--- config.mk ---
export PLATFORM = sky130hd
export DESIGN_NAME = pwm_compare_mc
export DESIGN_NICKNAME = d
export VERILOG_FILES = /design/src/rtl/pwm_pkg.sv /design/src/rtl/pwm_deadband.sv /design/src/rtl/pwm_compare_mc.sv
export SDC_FILE = /design/constraint.sdc
export NUM_CORES = 1
export LEC_CHECK = 0
export CAP_MARGIN = 20
export CORE_MARGIN = 2
export CORE_UTILIZATION = 48
export DETAILED_ROUTE_END_ITERATION = 8
export PLACE_DENSITY = 0.83
export SLEW_MARGIN = 20
export SYNTH_ARGS = -nofsm -noshare
export SYNTH_HDL_FRONTEND = slang
export SYNTH_SLANG_ARGS = --single-unit
--- constraint.sdc ---
create_clock -name clk -period 9.3 [get_ports clk]
set_clock_uncertainty 0.05 [all_clocks]
set_input_delay 2.325 -clock clk [delete_from_list [all_inputs] [get_ports clk]]
set_output_delay 2.325 -clock clk [all_outputs]
set_load 0.01 [all_outputs]
--- src/rtl/pwm_pkg.sv ---
// Shared types and limits for the multi-channel PWM compare block.
// The dead-band FSM is only used when PWM_DEADTIME_EN is defined.
package pwm_pkg;

    // Largest supported number of compare channels
    localparam int unsigned NUM_CH_MAX = 16;

    // Dead-band FSM states
    typedef enum logic [1:0] {
        DB_OFF = 2'd0,  // both outputs low
        DB_HI  = 2'd1,  // high side on
        DB_LO  = 2'd2,  // low side on
        DB_DT  = 2'd3   // both low while the dead-band counter runs
    } db_state_e;

endpackage

--- src/rtl/pwm_deadband.sv ---
// Per-channel dead-band inserter: turns the raw compare bit into a
// complementary pair that is never high together and is separated by
// deadtime_cycles low-low cycles at every transition.
module pwm_deadband
    import pwm_pkg::*;
#(
    parameter int unsigned DT_WIDTH = 8
) (
    input  logic                clk,
    input  logic                rst_n,
    input  logic                enable,
    input  logic                raw,
    input  logic [DT_WIDTH-1:0] deadtime_cycles,
    output logic                pwm_out,
    output logic                pwm_out_n
);

    db_state_e           state_q, state_d;
    logic [DT_WIDTH-1:0] dt_cnt_q, dt_cnt_d;
    logic                raw_q;
    db_state_e           target;
    logic                raw_chg;

    assign target  = raw ? DB_HI : DB_LO;
    assign raw_chg = (raw != raw_q);

    // State, counter, raw history and registered output decode
    always_ff @(posedge clk or negedge rst_n) begin
        if (!rst_n) begin
            state_q   <= DB_OFF;
            dt_cnt_q  <= '0;
            raw_q     <= 1'b0;
            pwm_out   <= 1'b0;
            pwm_out_n <= 1'b0;
        end else begin
            state_q   <= state_d;
            dt_cnt_q  <= dt_cnt_d;
            raw_q     <= raw;
            pwm_out   <= (state_d == DB_HI);
            pwm_out_n <= (state_d == DB_LO);
        end
    end

    // Next-state and dead-band counter logic
    always_comb begin
        state_d  = state_q;
        dt_cnt_d = dt_cnt_q;
        if (!enable) begin
            state_d  = DB_OFF;
            dt_cnt_d = '0;
        end else begin
            case (state_q)
                DB_OFF: begin
                    state_d = target;
                end
                DB_HI, DB_LO: begin
                    if (state_q != target) begin
                        if (deadtime_cycles == '0) begin
                            state_d = target;
                        end else begin
                            state_d  = DB_DT;
                            dt_cnt_d = deadtime_cycles;
                        end
                    end
                end
                DB_DT: begin
                    if (raw_chg) begin
                        if (deadtime_cycles == '0) begin
                            state_d  = target;
                            dt_cnt_d = '0;
                        end else begin
                            dt_cnt_d = deadtime_cycles;
                        end
                    end else if (dt_cnt_q <= DT_WIDTH'(1)) begin
                        state_d  = target;
                        dt_cnt_d = '0;
                    end else begin
                        dt_cnt_d = dt_cnt_q - DT_WIDTH'(1);
                    end
                end
                default: begin
                    state_d  = DB_OFF;
                    dt_cnt_d = '0;
                end
            endcase
        end
    end

endmodule

--- src/rtl/pwm_compare_mc.sv ---
// Multi-channel PWM compare stage fed by an external timebase.
// Each channel has a shadow/active duty pair committed at period_end.
// Optional dead-band insertion is enabled with the PWM_DEADTIME_EN macro.
module pwm_compare_mc
    import pwm_pkg::*;
#(
    parameter int unsigned CNT_WIDTH = 32,
    parameter int unsigned NUM_CH    = 4,
    parameter int unsigned DT_WIDTH  = 8
) (
    input  logic                          clk,
    input  logic                          rst_n,
    input  logic                          enable,
    input  logic [CNT_WIDTH-1:0]          cnt,
    input  logic [CNT_WIDTH-1:0]          period_cycles_eff,
    input  logic                          period_end,
    input  logic [NUM_CH*CNT_WIDTH-1:0]   duty_cycles,
    input  logic [NUM_CH-1:0]             duty_wr,
    input  logic [DT_WIDTH-1:0]           deadtime_cycles,
    output logic [NUM_CH-1:0]             pwm_out,
    output logic [NUM_CH-1:0]             pwm_out_n,
    output logic [NUM_CH-1:0]             upd_done
);

    logic [NUM_CH-1:0] raw;

    for (genvar i = 0; i < NUM_CH; i++) begin : g_ch
        logic [CNT_WIDTH-1:0] duty_in;
        logic [CNT_WIDTH-1:0] shadow_q;
        logic [CNT_WIDTH-1:0] active_q;
        logic [CNT_WIDTH-1:0] duty_eff;
        logic                 pending_q;
        logic                 upd_q;

        assign duty_in = duty_cycles[i*CNT_WIDTH +: CNT_WIDTH];

        // Shadow capture, period-aligned commit and commit pulse
        always_ff @(posedge clk or negedge rst_n) begin
            if (!rst_n) begin
                shadow_q  <= '0;
                active_q  <= '0;
                pending_q <= 1'b0;
                upd_q     <= 1'b0;
            end else begin
                upd_q <= 1'b0;
                if (period_end && pending_q) begin
                    active_q  <= shadow_q;
                    pending_q <= 1'b0;
                    upd_q     <= 1'b1;
                end
                // A write in the commit cycle lands in the shadow for next period
                if (duty_wr[i]) begin
                    shadow_q  <= duty_in;
                    pending_q <= 1'b1;
                end
            end
        end

        // Saturate duty to the period, then compare against the timebase
        assign duty_eff = (active_q < period_cycles_eff) ? active_q : period_cycles_eff;
        assign raw[i]   = enable && (cnt < duty_eff);
        assign upd_done[i] = upd_q;

`ifdef PWM_DEADTIME_EN
        pwm_deadband #(
            .DT_WIDTH (DT_WIDTH)
        ) u_deadband (
            .clk             (clk),
            .rst_n           (rst_n),
            .enable          (enable),
            .raw             (raw[i]),
            .deadtime_cycles (deadtime_cycles),
            .pwm_out         (pwm_out[i]),
            .pwm_out_n       (pwm_out_n[i])
        );
`else
        logic out_q;
        logic out_n_q;

        // Registered complementary pair; both low while disabled
        always_ff @(posedge clk or negedge rst_n) begin
            if (!rst_n) begin
                out_q   <= 1'b0;
                out_n_q <= 1'b0;
            end else begin
                out_q   <= raw[i];
                out_n_q <= enable & ~raw[i];
            end
        end

        assign pwm_out[i]   = out_q;
        assign pwm_out_n[i] = out_n_q;
`endif
    end

`ifndef PWM_DEADTIME_EN
    // Dead-time input is accepted but has no effect in this build
    logic unused_deadtime;
    assign unused_deadtime = ^deadtime_cycles;
`endif

endmodule

Word level (Yosys, flattened, before mapping)
Index checks and enable logic that the tools add are counted.
{ "word_totals": {"out_inout_bits": 12, "reg_bits": 272} }
{ "classes": {"bitwise": 8, "mux": 16, "n_reduce_logical": 12, "order_cmp": 8} }
{ "ops": {"columns": ["op", "count"], "rows": [
  ["$lt A32 B32 Y1", 8],
  ["$mux W32", 4],
  ["$mux W1", 12],
  ["$logic_and A1 B1 Y1", 8],
  ["$reduce_bool A2 Y1", 4],
  ["$and A1 B1 Y1", 4],
  ["$not A1 Y1", 4]
]} }

Depth between registers and ports, before layout
Gate-level depths: netlist (run 1).
{ "depth": {"ltp_word": 6, "mapped_depth": 19, "ltp_nobuf": 18} }

Worst setup path after synthesis (run 1)
OpenSTA, ideal clock, no wires.
{ "synth_timing": {"path_type": "input -> register", "start": "input period_cycles_eff[10]", "end": "register g_ch[1].out_q", "slack_ns": 3.404, "path_stages": 17, "setup_ns": 0.119, "arrival_time_ns": 5.727, "cell_sequence": "inv_1 ha_1 and4_1 nor4b_1 a211oi_1 a221oi_1 a21oi_2 clkbuf_1 a21oi_1 ha_1 nand4_1 nor4_1 nand4_1 or3_1 o221ai_1 a211oi_1 and2_1"} }
{ "synth_via": {"elab_chain_cells": 4} }
{ "synth_rtl": {"columns": ["item", "line", "source"], "rows": [
  ["from (decl)", "pwm_compare_mc.sv:15", "input logic [CNT_WIDTH-1:0] period_cycles_eff,"],
  ["$lt A32 B32 Y1", "pwm_compare_mc.sv:60", "assign duty_eff = (active_q < period_cycles_eff) ? active_q : period_cycles_eff;"],
  ["$mux W32 *", "pwm_compare_mc.sv:60", null],
  ["$lt A32 B32 Y1 *", "pwm_compare_mc.sv:61", "assign raw[i] = enable && (cnt < duty_eff);"],
  ["$logic_and A1 B1 Y1 *", "pwm_compare_mc.sv:61", null],
  ["net raw[1]", "pwm_compare_mc.sv:25", "logic [NUM_CH-1:0] raw;"],
  ["to (signal assigned)", "pwm_compare_mc.sv:86", "out_q <= raw[i];"],
  ["to (decl)", "pwm_compare_mc.sv:77", "logic out_q;"]
]} }
Mark *: on every way through the listed nets, which the timed path passes. The rest lies on a longest branch.
A chain may end at the register's enable or synchronous reset.

Worst setup path after layout (run 1)
{ "layout_timing": {"start": "input period_cycles_eff[11]", "end": "register g_ch[0].out_q"} }
{ "layout_via": {"elab_chain_cells": 4} }
{ "layout_rtl": {"columns": ["item", "line"], "rows": [
  ["$lt A32 B32 Y1", "pwm_compare_mc.sv:60"],
  ["$mux W32 *", "pwm_compare_mc.sv:60"],
  ["$lt A32 B32 Y1 *", "pwm_compare_mc.sv:61"],
  ["$logic_and A1 B1 Y1 *", "pwm_compare_mc.sv:61"],
  ["net raw[0]", "pwm_compare_mc.sv:25"],
  ["to (signal assigned)", "pwm_compare_mc.sv:86"],
  ["to (decl)", "pwm_compare_mc.sv:77"]
]} }
Marked as above.

==> results of run 1 <==
flip-flops by register name, summed over array words and instances, names as in the netlist:
| register | count |
|---|---|
| g_ch.active_q | 128 |
| g_ch.out_n_q | 4 |
| g_ch.out_q | 4 |
| g_ch.pending_q | 4 |
| g_ch.shadow_q | 128 |
| g_ch.upd_q | 4 |
logic make-up after synthesis:
logic type | count (synthesis) | synth area share, %
compound gates | 311 | 11.04
mux | 289 | 19.25
simple gates | 274 | 7.685
flops | 272 | 40.79
fa+ha+maj | 248 | 18.59
buf+inv | 104 | 2.632
cells in the mapped netlist, types with 3 or more instances:
master,count,area share (%)
dfrtp_1,272,41
nor3b_1,3,0.13
and2_1,3,0.11
nand2b_1,3,0.11
mux2i_1,33,2.0
clkbuf_1,35,0.79
o21a_1,6,0.27
buf_4,12,0.54
a21o_1,39,1.8
a211o_1,3,0.16
and4_1,3,0.16
a211oi_1,11,0.49
mux2_2,256,17
nor2_1,121,2.7
a41oi_1,3,0.16
buf_2,3,0.090
a311o_1,3,0.18
buf_1,12,0.27
nor2b_1,9,0.34
nand4_1,39,1.5
nor4b_1,4,0.21
a21oi_1,174,5.2
ha_1,248,19
nor3_1,7,0.21
nand2_1,53,1.2
nand3_1,12,0.36
or2_2,4,0.15
nor4_1,6,0.22
o21ai_0,38,1.1
o21ai_1,8,0.24
inv_1,42,0.94
a221oi_1,9,0.47
metrics by stage:
stage          setup WS, ns  hold slack, ns  power, uW
2_1_floorplan         3.404          0.3996       2420
3_3_place_gp          1.205          0.4108       2831
3_5_place_dp          1.100          0.4190       2902
4_1_cts               1.658          0.4332       4056
5_1_grt               1.323          0.4405       4305
6_report              1.361          0.4304       4054
power by group:
group          switching (uW)  total (uW)  internal, uW
logic                     733        1390           658
registers                 160        1520          1360
clock network             476        1140           665
total                    1370        4050          2690
layer usage:
| layer | vias up | GRT usage, % | part of all wire, % |
|---|---|---|---|
| met5 | - | 0 | 0 |
| met2 | 400 | 42.15 | 47 |
| li1 | 5917 | - | - |
| met1 | 6247 | 32.77 | 43 |
| met3 | 94 | 4.877 | 6.8 |
| met4 | 0 | 9.422 | 3.5 |
final cells by class:
| cell class | instances | area (um2) |
|---|---|---|
| timing repair buffer | 224 | 2217 |
| tap | 455 | 569.3 |
| inverter | 42 | 157.7 |
| clock inverter | 10 | 113.9 |
| multi-input combinational | 1122 | 9463 |
| clock buffer | 40 | 817.0 |
| sequential | 272 | 6807 |
| fill | 2829 | 14230 |
how the worst max path moves through the flow:
stage | startpoint | endpoint | slack [ns] | depth (start not counted)
CTS | period_cycles_eff[10] | g_ch[0].out_q | 1.66 | 19
global placement | period_cycles_eff[11] | g_ch[0].out_q | 1.21 | 19
detailed placement | period_cycles_eff[10] | g_ch[0].out_q | 1.10 | 19
global route | period_cycles_eff[10] | g_ch[0].out_q | 1.32 | 19
finish | period_cycles_eff[11] | g_ch[0].out_q | 1.36 | 19
floorplan | period_cycles_eff[10] | g_ch[1].out_q | 3.40 | 17
==> out/qor.csv, run 1 <==
stage,metric,value,unit
finish,most-common-layout-cells,"dfrtp_1 (272), mux2_2 (256), ha_1 (248)",
logic_synthesis,postSynthCellCount,1498,
worst_setup_path,crit_chain,clkdlybuf4s50_1 -> inv_1 -> ha_1 -> and4_1 -> nor4b_1 -> a211oi_1 -> a221oi_2 -> a21oi_4 -> nor2_1 -> a21oi_1 -> ha_1 -> nand4_1 -> nor4_1 -> nand4_1 -> nor3_1 -> a2111oi_0 -> o311ai_0 -> a41oi_1 -> and2_1,
global_routing,grt-ovfl-total,0,
worst_setup_path,cp-start-kind,input port,
finish,diodes,0,
logic_synthesis,ys_ff_latch,272,
timing,setup_violations,0,
timing,tns,0,ns
timing,tightest_slew,1.065,ns
finish,final_core_util,58.61,%
worst_hold_path,min_from,g_ch[1].pending_q,
worst_setup_path,critPathSlowestCell,nor4b_1,
placement,gp_congestion,0.9097,
clock_tree,post-cts-setup-buffer-count,0,
timing,fmax,126.0,MHz
logic_synthesis,synth_edf_count,0,
worst_setup_path,path_delay_family,simple AND/OR/NAND/NOR gates,
die,core,34370,um2
placement,dp_cells,2115,
worst_setup_path,worstPathMaxFanout,33,
finish,area_growth,20.72,%
clock_tree,post_cts_resized,0,
worst_hold_path,holdCritPathClass,reg -> reg,
placement,hpwl,35590,um
pwr,leakage,0.009109,uW
clock_tree,clockBufferDepth,3,
clock_tree,cts-buffers-inserted,29,
clock_tree,cts.htree.levels,1,
die,start_util,48.55,%
timing,drv_slew,0,
worst_setup_path,cp_slowest_stage_delay,0.68,ns
finish,drive_gt1_share,19.06,%
pwr,max-vdd-ir-drop,0.1526,mV
worst_setup_path,crit_type,in -> reg,
placement,numPortBuffers,211,
timing,layout_min_cycle_time,7.939,ns
clock_tree,clkLatencyLatePin,0.57,ns
worst_setup_path,r2r_start,g_ch[0].active_q[10],
finish,layout.nets,2147,
worst_setup_path,reg2reg_slack,3.52,ns
detailed_routing,num_vias,12660,
global_routing,grt.total_usage,25.32,%
clock_tree,cts_hold_buffers,0,
worst_setup_path,worstRegToRegCells,17,
logic_synthesis,ys_warn_count,0,
worst_setup_path,cp_num_buf_inv,2,
global_routing,first_global_vias,13060,
die,fp.dieH,190.5,um
worst_setup_path,cp-end-kind,register,
clock_tree,cts_tree,yes,
die,die-area,36270,um2
worst_setup_path,crit_arrival,8.35,ns
clock_tree,cts_sinks,272,
detailed_routing,ant_nets,0,
logic_synthesis,syn-num-nets,1954,
worst_hold_path,min_to,g_ch[1].pending_q,
run,cap_violations,0,
finish,postLayoutCellArea,20140,um2
timing,final-hold-violation-count,0,
worst_setup_path,r2r_end,g_ch[0].out_q,
detailed_routing,drcViolationCount,0,
detailed_routing,drtIter0Drc,736,
detailed_routing,wire_per_inst,21.05,um
detailed_routing,routed_wirelength,45560,um
detailed_routing,viasPerCell,5.847,
timing,period_share,85.37,%
logic_synthesis,synthArstFlopShare,100.0,%
detailed_routing,drt_pass1_iterations,5,
logic_synthesis,synth.avg_cell_area,11.14,um2
global_routing,antenna_found_initial,0,
finish,layout.cells.non_filler,2165,
timing,rsz0062_at_grt,false,
worst_setup_path,worst_ep_required_time,9.71,ns
die,io_pins,220,
die,fp.dieW,190.5,um
pwr,powerDensity,201.2,nW/um2
global_routing,grt_max_degree,159,
run_status,status,finished clean,
logic_synthesis,ys_types,51,
finish,final_common_cell,dfrtp_1,
die,core.rowCount,68,
placement,dpl_cell_area,19210,um2
global_routing,grt_pass1_wl,70770,um
logic_synthesis,synth_ff_type,dfrtp_1,
worst_hold_path,holdPathStages,1,
logic_synthesis,synthesis.area,16690,um2
logic_synthesis,synth_seq_area_share,40.79,%
clock_tree,cts_root_buf,clkbuf_16,
clock_tree,clk_pin_slew,0.06,ns
timing,relSlewSlack,28.74,%
(Power assumes the default switching activity.)
==> run 2: changes to the inputs <==
--- a/config.mk
+++ b/config.mk
@@ -10,6 +10,7 @@
 export CORE_UTILIZATION = 48
 export DETAILED_ROUTE_END_ITERATION = 8
 export PLACE_DENSITY = 0.83
+export RECOVER_POWER = 100
 export SLEW_MARGIN = 20
 export SYNTH_ARGS = -nofsm -noshare
 export SYNTH_HDL_FRONTEND = slang
==> out/qor.csv, run 2 (synthesis gave the netlist of run 1 again) <==
stage,metric,value,unit,change
global_routing,grt-ovfl-total,0,,unchanged
pwr,combPwrFrac,34.2,%,was 34.3%
die,core,34370,um2,unchanged
die,fp.dieH,190.5,um,unchanged
finish,diodes,0,,unchanged
detailed_routing,num_vias,12660,,about the same
placement,hpwl,35590,um,unchanged
run_status,violations,"max-capacitance violations, max-slew violations",,
timing,fmax,120.0,MHz,was 126.0 MHz
clock_tree,clockBufferDepth,3,,unchanged
die,start_util,48.55,%,unchanged
timing,hold_ws,0.4317,ns,was 0.4304 ns
clock_tree,cts_root_buf,clkbuf_16,,unchanged
global_routing,first_global_vias,13060,,unchanged
timing,tns,0,ns,unchanged
timing,drv_slew,439,,was 0
timing,final-hold-violation-count,0,,unchanged
pwr,power_frac_seq,37.6,%,was 37.5%
finish,largestRegisters,"g_ch.active_q: 128 flops, g_ch.shadow_q: 128 flops",,unchanged
pwr,powerDensity,201.5,nW/um2,was 201.2 nW/um2
placement,dp_slack,1.100,ns,unchanged
worst_setup_path,critPathSlowestCell,a21oi_1,,was nor4b_1
worst_setup_path,worstPathMaxFanout,33,,unchanged
run_status,status,"finished, violations left",,was finished clean
die,die-area,36270,um2,unchanged
timing,layout_min_cycle_time,8.332,ns,was 7.939 ns
timing,tightest_slew,5.168,ns,was 1.065 ns
detailed_routing,drcViolationCount,0,,unchanged
worst_setup_path,crit_arrival,8.74,ns,was 8.35 ns
finish,area_growth,20.34,%,was 20.72%
clock_tree,cts_tree,yes,,unchanged
run,cap_violations,11,,was 0
pwr,leakage,0.009096,uW,was 0.009109 uW
worst_setup_path,crit_type,in -> reg,,unchanged
finish,most-common-layout-cells,"dfrtp_1 (272), mux2_2 (256), ha_1 (248)",,unchanged
placement,gp_congestion,0.9097,,unchanged
clock_tree,cts.htree.levels,1,,unchanged
clock_tree,cts_sinks,272,,unchanged
global_routing,antenna_found_initial,0,,unchanged
finish,layout.nets,2147,,unchanged
clock_tree,cts_hold_buffers,0,,unchanged
worst_setup_path,cp-start-kind,input port,,unchanged
detailed_routing,wire_per_inst,21.02,um,was 21.05 um
clock_tree,post_cts_resized,0,,unchanged
timing,period_share,89.59,%,was 85.37%
clock_tree,cts-buffers-inserted,29,,unchanged
detailed_routing,routed_wirelength,45510,um,was 45560 um
global_routing,grt_pass1_wl,70770,um,unchanged
worst_setup_path,crit_chain,clkdlybuf4s50_1 -> inv_1 -> ha_1 -> a21oi_1 -> o21ai_0 -> a221oi_1 -> o211ai_1 -> a21oi_1 -> buf_4 -> nor2_1 -> a21oi_1 -> ha_1 -> or2_2 -> a21oi_1 -> a21oi_1 -> a221oi_1 -> o21ai_0 -> a311o_1 -> and3_1,,was clkdlybuf4s50_1 -> inv_1 -> ha_1 -> and4_1 -> nor4b_1 -> a211oi_1 -> a221oi_2 -> a21oi_4 -> nor2_1 -> a21oi_1 -> ha_1 -> nand4_1 -> nor4_1 -> nand4_1 -> nor3_1 -> a2111oi_0 -> o311ai_0 -> a41oi_1 -> and2_1
timing,setup_ws,0.9677,ns,was 1.361 ns
die,fp.dieW,190.5,um,unchanged
worst_setup_path,cp_slowest_stage_delay,1.64,ns,was 0.68 ns
global_routing,grt.total_usage,25.32,%,unchanged
placement,numPortBuffers,211,,unchanged
timing,relSlewSlack,-244.5,%,was 28.74%
clock_tree,clkLatencyLatePin,0.57,ns,about the same
detailed_routing,drtIter0Drc,740,,was 736
worst_setup_path,cp-end-kind,register,,unchanged
timing,setup_violations,0,,unchanged
worst_setup_path,worst_ep_required_time,9.70,ns,was 9.71 ns
detailed_routing,ant_nets,0,,unchanged
finish,final_common_cell,dfrtp_1,,unchanged
pwr,p_int,2685,uW,about the same
clock_tree,clk_pin_slew,0.06,ns,about the same
pwr,switching_share,33.64,%,was 33.76%
pwr,power_switching,1361,uW,was 1369 uW
die,core.rowCount,68,,unchanged
pwr,max-vdd-ir-drop,0.1499,mV,was 0.1526 mV
pwr,p_clk_share,28.2,%,was 28.1%
detailed_routing,viasPerCell,5.849,,was 5.847
finish,drive_gt1_share,18.48,%,was 19.06%
clock_tree,post-cts-setup-buffer-count,0,,unchanged
pwr,finalPower,4046,uW,was 4054 uW
global_routing,grt_max_degree,159,,unchanged
worst_hold_path,holdCritPathClass,reg -> reg,,unchanged
detailed_routing,drt_pass1_iterations,5,,unchanged
die,io_pins,220,,unchanged
timing,rsz0062_at_grt,false,,unchanged
worst_setup_path,critPathMostFrequentCell,a21oi_1,,
## run 2: changes by cell type in the layout (fill, tap and decap cells not counted)
cell	delta
buf_4	-6
a21oi_1	+1
a21oi_2	+2
nor3_2	+1
clkdlybuf4s25_1	+1
buf_8	-1
nor3_4	-1
a21oi_4	-3
clkbuf_1	+8
dlygate4sd3_1	+16
buf_2	-2
clkdlybuf4s50_1	-16
## run 2: per-stage QoR
step	cells	instance area (um2)	util, %
2_1_floorplan	1498	16690	-
3_3_place_gp	2115	19210	55.90
3_5_place_dp	2115	19210	55.90
4_1_cts	2165	20140	58.61
5_1_grt	2165	20080	58.42
6_report	2165	20080	58.42
## run 2: final cells by class
class                      count  area (um2)
fill                        2841       14290
tap                          455       569.3
sequential                   272        6807
clock buffer                  40       817.0
clock inverter                10       113.9
timing repair buffer         224        2187
inverter                      42       157.7
multi-input combinational   1122        9430
## run 2: routing by layer
metal  track usage [%]  routed length, um  up-vias  share of wire, %
li1                  -                  -     5910                 -
met1             32.77              19490     6220                43
met2             42.15              21100      421                46
met3             4.877               3175      112               7.0
met4             9.422               1753        0               3.9
met5                 0                  0        -                 0
## run 2: power groups by stage
stage	clock (uW)	combinational [uW]	sequential (uW)
5_1_grt	1210	1550	1540
3_5_place_dp	0	1360	1540
3_3_place_gp	0	1300	1530
4_1_cts	1160	1380	1520
6_report	1140	1380	1520
2_1_floorplan	0	956	1460
## run 2: critical path, delay by kind of cell
family	cells	cell delay, ns
compound gates	11	3.89
fa+ha+maj	2	0.65
buf+inv	3	1.32
simple gates	3	0.54
## run 2: final timing paths
path	startpoint	to	slack, ns	cells past startpoint
worst max-delay path	period_cycles_eff[21]	g_ch[3].out_n_q	0.97	19
worst min-delay path	g_ch[1].pending_q	g_ch[1].pending_q	0.43	1
worst max register to register	g_ch[3].active_q[26]	g_ch[3].out_n_q	3.08	17
worst min register to register	g_ch[1].pending_q	g_ch[1].pending_q	0.43	1
max in group asynchronous	rst_n	g_ch[3].shadow_q[2]	2.44	1
min in group asynchronous	rst_n	g_ch[0].shadow_q[16]	3.84	1
